`src/rtl/dly_arb_pkg.sv`:
```
// Shared types and sizing helpers for the dly_arb_ctrl arbiter/sequencer.
// Lock-state encoding is only consumed when DLY_ARB_LOCK_EN is defined.
package dly_arb_pkg;

    typedef enum logic {
        UNLOCKED = 1'b0,
        LOCKED   = 1'b1
    } lock_state_t;

    function automatic int unsigned idw_of(input int unsigned nreq);
        return (nreq > 1) ? $clog2(nreq) : 1;
    endfunction

    function automatic int unsigned cw_of(input int unsigned lat);
        return $clog2(lat + 1);
    endfunction

endpackage

```
`src/rtl/dly_arb_rr.sv`:
```
// Combinational round-robin picker: first asserted request at or after ptr,
// wrapping modulo NREQ. Produces a one-hot grant and its encoded index.
module dly_arb_rr
    import dly_arb_pkg::*;
#(
    parameter int unsigned NREQ = 4,
    parameter int unsigned IDW  = idw_of(NREQ)
) (
    input  logic [NREQ-1:0] req,
    input  logic [IDW-1:0]  ptr,
    output logic [NREQ-1:0] grant,
    output logic [IDW-1:0]  idx
);

    logic [IDW-1:0] cand;
    logic           found;

    always_comb begin
        grant = '0;
        idx   = '0;
        found = 1'b0;
        cand  = ptr;
        for (int unsigned off = 0; off < NREQ; off++) begin
            if (!found && req[cand]) begin
                found       = 1'b1;
                grant[cand] = 1'b1;
                idx         = cand;
            end
            cand = (cand == IDW'(NREQ - 1)) ? '0 : cand + IDW'(1);
        end
    end

endmodule

```
`src/rtl/dly_arb_ctrl.sv`:
```
// Round-robin arbiter feeding a fixed-latency tagged delay pipeline with an
// in-flight counter and flush. Define DLY_ARB_LOCK_EN for burst-lock support.
module dly_arb_ctrl
    import dly_arb_pkg::*;
#(
    parameter  int unsigned NREQ  = 4,
    parameter  int unsigned WIDTH = 32,
    parameter  int unsigned LAT   = 3,
    localparam int unsigned IDW   = idw_of(NREQ),
    localparam int unsigned CW    = cw_of(LAT)
) (
    input  logic                  clk,
    input  logic                  rstn,
    input  logic [NREQ-1:0]       req_vld,
`ifdef DLY_ARB_LOCK_EN
    input  logic [NREQ-1:0]       req_lock,
`endif
    input  logic [NREQ*WIDTH-1:0] req_dat,
    output logic [NREQ-1:0]       req_rdy,
    input  logic                  flush,
    output logic                  rsp_vld,
    output logic [IDW-1:0]        rsp_id,
    output logic [WIDTH-1:0]      rsp_dat,
    output logic                  busy,
    output logic [CW-1:0]         inflight
);

    typedef struct packed {
        logic             vld;
        logic [IDW-1:0]   id;
        logic [WIDTH-1:0] dat;
    } stage_t;

    logic [IDW-1:0]   rr_ptr;
    logic [IDW-1:0]   pick_idx;
    logic [NREQ-1:0]  elig;
    logic [NREQ-1:0]  grant;
    logic             issue;
    logic [WIDTH-1:0] issue_dat;
    stage_t           stg [LAT];

`ifdef DLY_ARB_LOCK_EN
    lock_state_t      state, state_nxt;
    logic [IDW-1:0]   owner, owner_nxt;

    // While locked, non-owners are masked even if the owner is momentarily idle.
    always_comb begin
        elig = req_vld;
        if (state == LOCKED) begin
            elig = req_vld & (NREQ'(1) << owner);
        end
    end

    always_ff @(posedge clk or negedge rstn) begin
        if (!rstn) begin
            state <= UNLOCKED;
            owner <= '0;
        end else begin
            state <= state_nxt;
            owner <= owner_nxt;
        end
    end

    always_comb begin
        state_nxt = state;
        owner_nxt = owner;
        case (state)
            UNLOCKED: begin
                if (issue && req_lock[pick_idx]) begin
                    state_nxt = LOCKED;
                    owner_nxt = pick_idx;
                end
            end
            LOCKED: begin
                if (flush || !req_vld[owner] || (issue && !req_lock[owner])) begin
                    state_nxt = UNLOCKED;
                end
            end
            default: state_nxt = UNLOCKED;
        endcase
    end
`else
    assign elig = req_vld;
`endif

    dly_arb_rr #(
        .NREQ (NREQ),
        .IDW  (IDW)
    ) u_rr (
        .req   (elig),
        .ptr   (rr_ptr),
        .grant (grant),
        .idx   (pick_idx)
    );

    assign req_rdy   = grant & {NREQ{~flush & rstn}};
    assign issue     = |req_rdy;
    assign issue_dat = req_dat[pick_idx*WIDTH +: WIDTH];

    always_ff @(posedge clk or negedge rstn) begin
        if (!rstn) begin
            rr_ptr <= '0;
        end else if (issue) begin
            rr_ptr <= (pick_idx == IDW'(NREQ - 1)) ? '0 : pick_idx + IDW'(1);
        end
    end

    // Only valid bits are reset; id/dat payload simply follows the shift.
    always_ff @(posedge clk or negedge rstn) begin
        if (!rstn) begin
            for (int unsigned k = 0; k < LAT; k++) begin
                stg[k].vld <= 1'b0;
            end
        end else begin
            stg[0] <= '{vld: issue, id: pick_idx, dat: issue_dat};
            for (int unsigned k = 1; k < LAT; k++) begin
                stg[k] <= stg[k-1];
            end
            if (flush) begin
                for (int unsigned k = 0; k < LAT; k++) begin
                    stg[k].vld <= 1'b0;
                end
            end
        end
    end

    always_ff @(posedge clk or negedge rstn) begin
        if (!rstn) begin
            inflight <= '0;
        end else if (flush) begin
            inflight <= '0;
        end else if (issue && !rsp_vld) begin
            inflight <= inflight + CW'(1);
        end else if (!issue && rsp_vld) begin
            inflight <= inflight - CW'(1);
        end
    end

    assign rsp_vld = stg[LAT-1].vld;
    assign rsp_id  = stg[LAT-1].id;
    assign rsp_dat = stg[LAT-1].dat;
    assign busy    = (inflight != '0);

endmodule
```
`config.mk`:
```
export PLATFORM = sky130hd
export DESIGN_NAME = dly_arb_ctrl
export DESIGN_NICKNAME = d
export VERILOG_FILES = /design/src/rtl/dly_arb_pkg.sv /design/src/rtl/dly_arb_rr.sv /design/src/rtl/dly_arb_ctrl.sv
export SDC_FILE = /design/constraint.sdc
export NUM_CORES = 1
export LEC_CHECK = 0
export CORE_UTILIZATION = 46
export DETAILED_ROUTE_END_ITERATION = 8
export HOLD_SLACK_MARGIN = 0.02
export PLACE_DENSITY = 0.88
export REMOVE_ABC_BUFFERS = 1
export SYNTH_ARGS = -nofsm -noshare
export SYNTH_HDL_FRONTEND = slang
export SYNTH_SLANG_ARGS = --single-unit
```
`constraint.sdc`:
```
create_clock -name clk -period 4.1 [get_ports clk]
set_input_delay 0.41 -clock clk [delete_from_list [all_inputs] [get_ports clk]]
set_output_delay 0.41 -clock clk [all_outputs]
set_load 0.02 [all_outputs]
```
## Word level (Yosys, flattened, before mapping)

Index checks and enable logic that the tools add are counted.

- Flip-flop bits (word level): 109
- Input bits: 135
- Output and inout port bits: 42
- Logic and storage cells: 90

- Add/subtract/negate cells: 6
- Order comparisons: 8
- Equal/unequal tests: 4
- Shift operators: 1
- Multiplexer cells: 37
- Bitwise operators: 6
- Reductions and logical operators: 17

Operators with widths:

| kind | count |
|---|---|
| indexed part select 128 x 8 -> 32 bit | 1 |
| two-way mux 2 bit | 11 |
| two-way mux 4 bit | 4 |
| two-way mux 1 bit | 14 |
| < comparator 2 x 3 -> 1 bit (second input constant) | 4 |
| bitwise OR 4 bit | 3 |
| adder 2 x 1 -> 2 bit (second input constant) | 5 |
| logical AND 1 bit | 9 |
| binary-select mux 1 bit (select 2 bit) | 4 |
| demux 1 bit (select 2 bit) | 4 |
| == test 2 bit (second input constant) | 4 |
| greater-or-equal comparator 2 x 1 -> 1 bit (second input constant) | 4 |
| zero test 1 bit | 5 |
| bitwise AND 4 bit | 1 |
| OR reduction 4 bit | 1 |
| nonzero test 3 bit | 1 |
| nonzero test 2 bit | 1 |
| subtractor 2 x 1 -> 2 bit (second input constant) | 1 |
| bitwise AND 1 bit | 1 |
| NOT 1 bit | 1 |

## Logic depth before layout (Yosys ltp)

- Word-level depth: 19
- Gate-level depth with buffers: 13
- Depth with buffers taken out: 10

## By module

Synthesis repeated with hierarchy kept, for this count alone.

- Cell total of the unflattened synthesis: 278
- Area total of the unflattened synthesis: 5093.6 um^2

Modules (own cells, without submodules):

| module | instances | cells each | area an instance (um^2) | sequential area each (um^2) |
|---|---|---|---|---|
| dly_arb_ctrl | 1 | 212 | 4493.1 | 3238.1 |
| dly_arb_rr | 1 | 66 | 600.6 | 0.0 |

## Worst setup path before layout

Ideal clock, no wire load.

- Path type: register to register
- From: register rr_ptr[0]
- To: register rr_ptr[1]
- Library setup time: 0.125 ns
- Arrival: 2.939 ns
- Required time: 3.975 ns
- Setup slack: 1.036 ns
- Cell stages (with the launch flop): 12
- Buffers on the path: 3
- Clock period less this slack: 3.064 ns
- Cell sequence: dfrtp_1 > buf_6 > inv_1 > ha_1 > or3b_2 > a311oi_2 > nand2_1 > mux2i_1 > buf_4 > buf_4 > ha_1 > mux2_2

- Word-level cells in the longest chain between the ends: 14
- Elaborated cells between the ends (all ways): 62
- Classes of those cells: 4 x add/sub; 8 x order compare; 4 x eq/ne; 31 x mux; 4 x bitwise; 11 x reduce/logical

RTL lines:

| what | line | RTL |
|---|---|---|
| start: declaration | dly_arb_ctrl.sv:34 | `logic [IDW-1:0] rr_ptr;` |
| start signal: assignment | dly_arb_ctrl.sv:104 | `rr_ptr <= (pick_idx == IDW'(NREQ - 1)) ? '0 : pick_idx + IDW'(1);` |
| branches (longest 11 deep; another with adder 2 x 1 -> 2 bit) | -- |  |
| two-way mux 2 bit * | dly_arb_rr.sv:24 | `if (!found && req[cand]) begin` |
| named net pick_idx[1] | dly_arb_ctrl.sv:35 | `logic [IDW-1:0] pick_idx;` |
| adder 2 x 1 -> 2 bit or == test 2 bit (tied branches) | dly_arb_ctrl.sv:104 |  |
| two-way mux 2 bit * | dly_arb_ctrl.sv:104 |  |

Mark *: on every way through the listed nets, which the timed path passes. The select of a mux whose other input is x is not followed.
A chain may end at the register's enable or synchronous reset.

## Worst setup path after layout

- From: register rr_ptr[1]
- To: output port req_rdy[0]

- Word-level cells in the longest chain between the ends: 13
- Elaborated cells between the ends (all ways): 54
- Classes of those cells: 3 x add/sub; 8 x order compare; 3 x eq/ne; 26 x mux; 4 x bitwise; 10 x reduce/logical

RTL lines:

| what | line | RTL |
|---|---|---|
| adder 2 x 1 -> 2 bit (tied with other cells) | dly_arb_rr.sv:29 | `cand = (cand == IDW'(NREQ - 1)) ? '0 : cand + IDW'(1);` |
| two-way mux 2 bit or two-way mux 1 bit (tied branches) | dly_arb_rr.sv:29, dly_arb_rr.sv:24 |  |
| adder 2 x 1 -> 2 bit (tied with other cells) | dly_arb_rr.sv:29 |  |
| two-way mux 2 bit (tied with other cells) | dly_arb_rr.sv:29 |  |
| adder 2 x 1 -> 2 bit (tied with other cells) | dly_arb_rr.sv:29 |  |
| two-way mux 2 bit (tied with other cells) | dly_arb_rr.sv:29 |  |
| < comparator 2 x 3 -> 1 bit (implied by the code) (tied with other cells) | dly_arb_rr.sv:26 | `grant[cand] = 1'b1;` |
| logical AND 1 bit (implied by the code) (tied with other cells) | dly_arb_rr.sv:26 |  |
| two-way mux 1 bit (implied by the code) (tied with other cells) | dly_arb_rr.sv:26 |  |
| demux 1 bit (select 2 bit) (tied with other cells) | -- |  |
| bitwise OR 4 bit (no line) or logical AND 1 bit (tied branches) | -- |  |
| two-way mux 4 bit * | dly_arb_rr.sv:24 |  |
| bitwise AND 4 bit * | dly_arb_ctrl.sv:96 | `assign req_rdy = grant & {NREQ{~flush & rstn}};` |
| end: declaration | dly_arb_ctrl.sv:19 | `output logic [NREQ-1:0] req_rdy,` |

Every way passes the cells marked *; elsewhere a longest branch is shown, timed or not. The select of a mux whose other input is x is not followed.

==> flow_summary.toml <==
[grt]
grt_pass1_wl_mm = 14.5
grt_pass1_vias = 3101
track_usage_pct = 16.2
grt-ovfl-total = 0
grt_max_degree = 85
antenna_found_initial = 0

[detailed_routing]
routed_wl_mm = 9.71
drc_errors = 0
firstDrtPassIters = 4
num_vias = 3231
drt-initial-drc-count = 152
wl_per_cell_um = 15.3
antenna_left = 0
viasPerCell = 5.10

[sta]
rsz0062_at_grt = "false"
hold_slack_ns = 0.420
setup_viol = 0
skew_ns = 0.00802
fin_crit_ns = 3.82
tightest_slew_ns = 1.02
fmaxAchievable_mhz = 262
maxSlewViolCount = 0
tns_ns = 0
max_slew_margin_pct = 31.9
report.final.hold_viol_count = 0
min_period_over_period_pct = 93.1

[synth]
synthTopCellsByArea = "edfxtp_1, mux2i_1, buf_4"
synth_compound_area_share_pct = 4.71
synth_area_per_cell_um2 = 15.4
yosysUniqueCellTypes = 51
netlist_top_cells_count = "mux2i_1, edfxtp_1, buf_4"
ys_async_sr_fraction_pct = 6.42
synth-seq-cells = 109
synth-simple-area-share_pct = 4.64
yosysTopAreaCellShare_pct = 58.2
synth_ff_type = "edfxtp_1"
yosys.area.top_type = "edfxtp_1"
synth_fa_ha_area_share_pct = 1.66
yosysMostFrequentCell = "mux2i_1"
yosysSeqAreaShare_pct = 61.5
syn_area_um2 = 5260
synth_top_family_by_area = "multiplexers"
synthMuxAreaShare_pct = 20.4
synth-edff-count = 102
netlist_instances = 342
yosys_warnings = 0
synth_xor_area_share_pct = 0

[power]
clkPwrFrac_pct = 14.9
intPower_uw = 3550
combPwrFrac_pct = 50.1
p_switching_uw = 1890
seqPwrFrac_pct = 35.0
max-vdd-ir-drop_mv = 0.750
p_sw_share_pct = 34.8
p_per_area_nw_per_um2 = 755
cellLeakagePower_uw = 0.00289
power.total_uw = 5440

[place]
place.gp.congestion = 0.827
placed_area_um2 = 6920
dp_hpwl_mm = 7.21
port-buffer-count = 176
dp.cells = 617

[clock_tree]
numCtsBuffers = 9
ctsHtreeMaxLevel = 3
insertion_delay_ns = 0.33
clockBufferDepth = 2
root_buffer = "clkbuf_16"
cts.sinks = 109
post-cts-setup-buffers = 0
ctsResizeCount = 0
ctsHoldBuffers = 0
cts_tree = "yes"
clk_transition_reported_paths_ns = 0.07

[status]
outcome = "finished clean"

[worst_setup_path]
cp_max_fo = 12
cp.arrival_ns = 3.41
critPathLaunchType = "register"
critical_path_class = "register to output pin"
worstPathRequired_ns = 3.69
reg2reg_depth = 9
worstSetupEndpointType = "output pin"

[layout]
final_area_um2 = 7200
diodes = 0
regArea_um2 = 3240
multi_input_area_um2 = 1670
nFillCells = 796
layout.cells.non_filler = 633
areaGrowthSynthToFinish_pct = 36.9
drive_gt1_share_pct = 8.52
nets = 630

[floorplan]
die_h_um = 109
ios = 177
die-area_um2 = 11900
rows = 38
start_util_pct = 47.9
die_x_um = 109
fp.coreArea_um2 = 11000

[flow_run]
drv_cap = 0

[hold_path]
hold-path-cell-count = 0
hold_class = "register to register"
cells in the final DEF (no fill, tap or decap), drive strengths merged, types with 7 or more instances in the layout:
master	Yosys	final
a21oi	9	9
buf	46	7
clkbuf	1	10
clkdlybuf4s50	0	173
dfrtp	7	7
edfxtp	102	102
ha	7	7
inv	5	10
mux2i	103	103
power by group through the flow:
stage | clock (uW) | sequential, uW | combinational (uW)
final | 809 | 1900 | 2730
after global routing | 882 | 1940 | 2940
after CTS | 833 | 1910 | 2760
after detailed placement | 0 | 1930 | 2740
after global placement | 0 | 1910 | 2630
after floorplan | 0 | 1880 | 1370
layout make-up:
type | count | share of cell area [%]
Clock inverter | 6 | 0.712
Tap cell | 140 | 2.43
Clock buffer | 10 | 3.18
Timing Repair Buffer | 182 | 25.3
Inverter | 5 | 0.261
Multi-Input combinational cell | 181 | 23.2
Sequential cell | 109 | 45.0
registers in the layout, indices dropped and copies added (netlist names):
signal,cells
rsp_id,2
rr_ptr,2
rsp_vld,1
stg,70
inflight,2
rsp_dat,32
worst paths after layout:
check / from / endpoint / slack, ns
setup / recovery: rr_ptr[1] / req_rdy[0] / 0.28
hold / removal: stg[58] / rsp_dat[23] / 0.42
setup reg to reg: rr_ptr[1] / rr_ptr[1] / 0.55
hold reg to reg: stg[58] / rsp_dat[23] / 0.42
max in group asynchronous: rstn / stg[104] / 2.83
min in group asynchronous: rstn / inflight[1] / 0.67
stage by stage:
step,setup WS (ns),util (%)
final,0.282,65.6
after global routing,0.0952,65.6
after CTS,0.0455,65.5
after detailed placement,0.417,63.0
after global placement,0.567,63.0
after floorplan,-3.76,-
critical path, stage by stage, from the launching register on:
cell and delay [ns]:
dfrtp_1 0.53, inv_1 0.15, ha_1 0.47, or3b_2 0.52
a311oi_2 0.37, and3_1 0.28, a21o_2 0.15, clkdlybuf4s50_1 0.61
cell families (layout without fill, tap and decap cells):
group                      Yosys count  after routing
and+or+nand+nor                     35             35
buffers and inverters               52            203
DFF                                109            109
muxes                              106            106
AOI/OAI and AO/OA                   33             33
adders and majority gates            7              7
layer usage:
layer	routed length, um	up-vias	part of all wire [%]	GRT usage, %
li1	-	1575	-	-
met4	61	0	0.63	4.05
met3	577	4	5.9	4.30
met1	3940	1522	41	18.8
met5	0	-	0	0
met2	5130	130	53	29.4
Power figures use the tool's default switching activity.
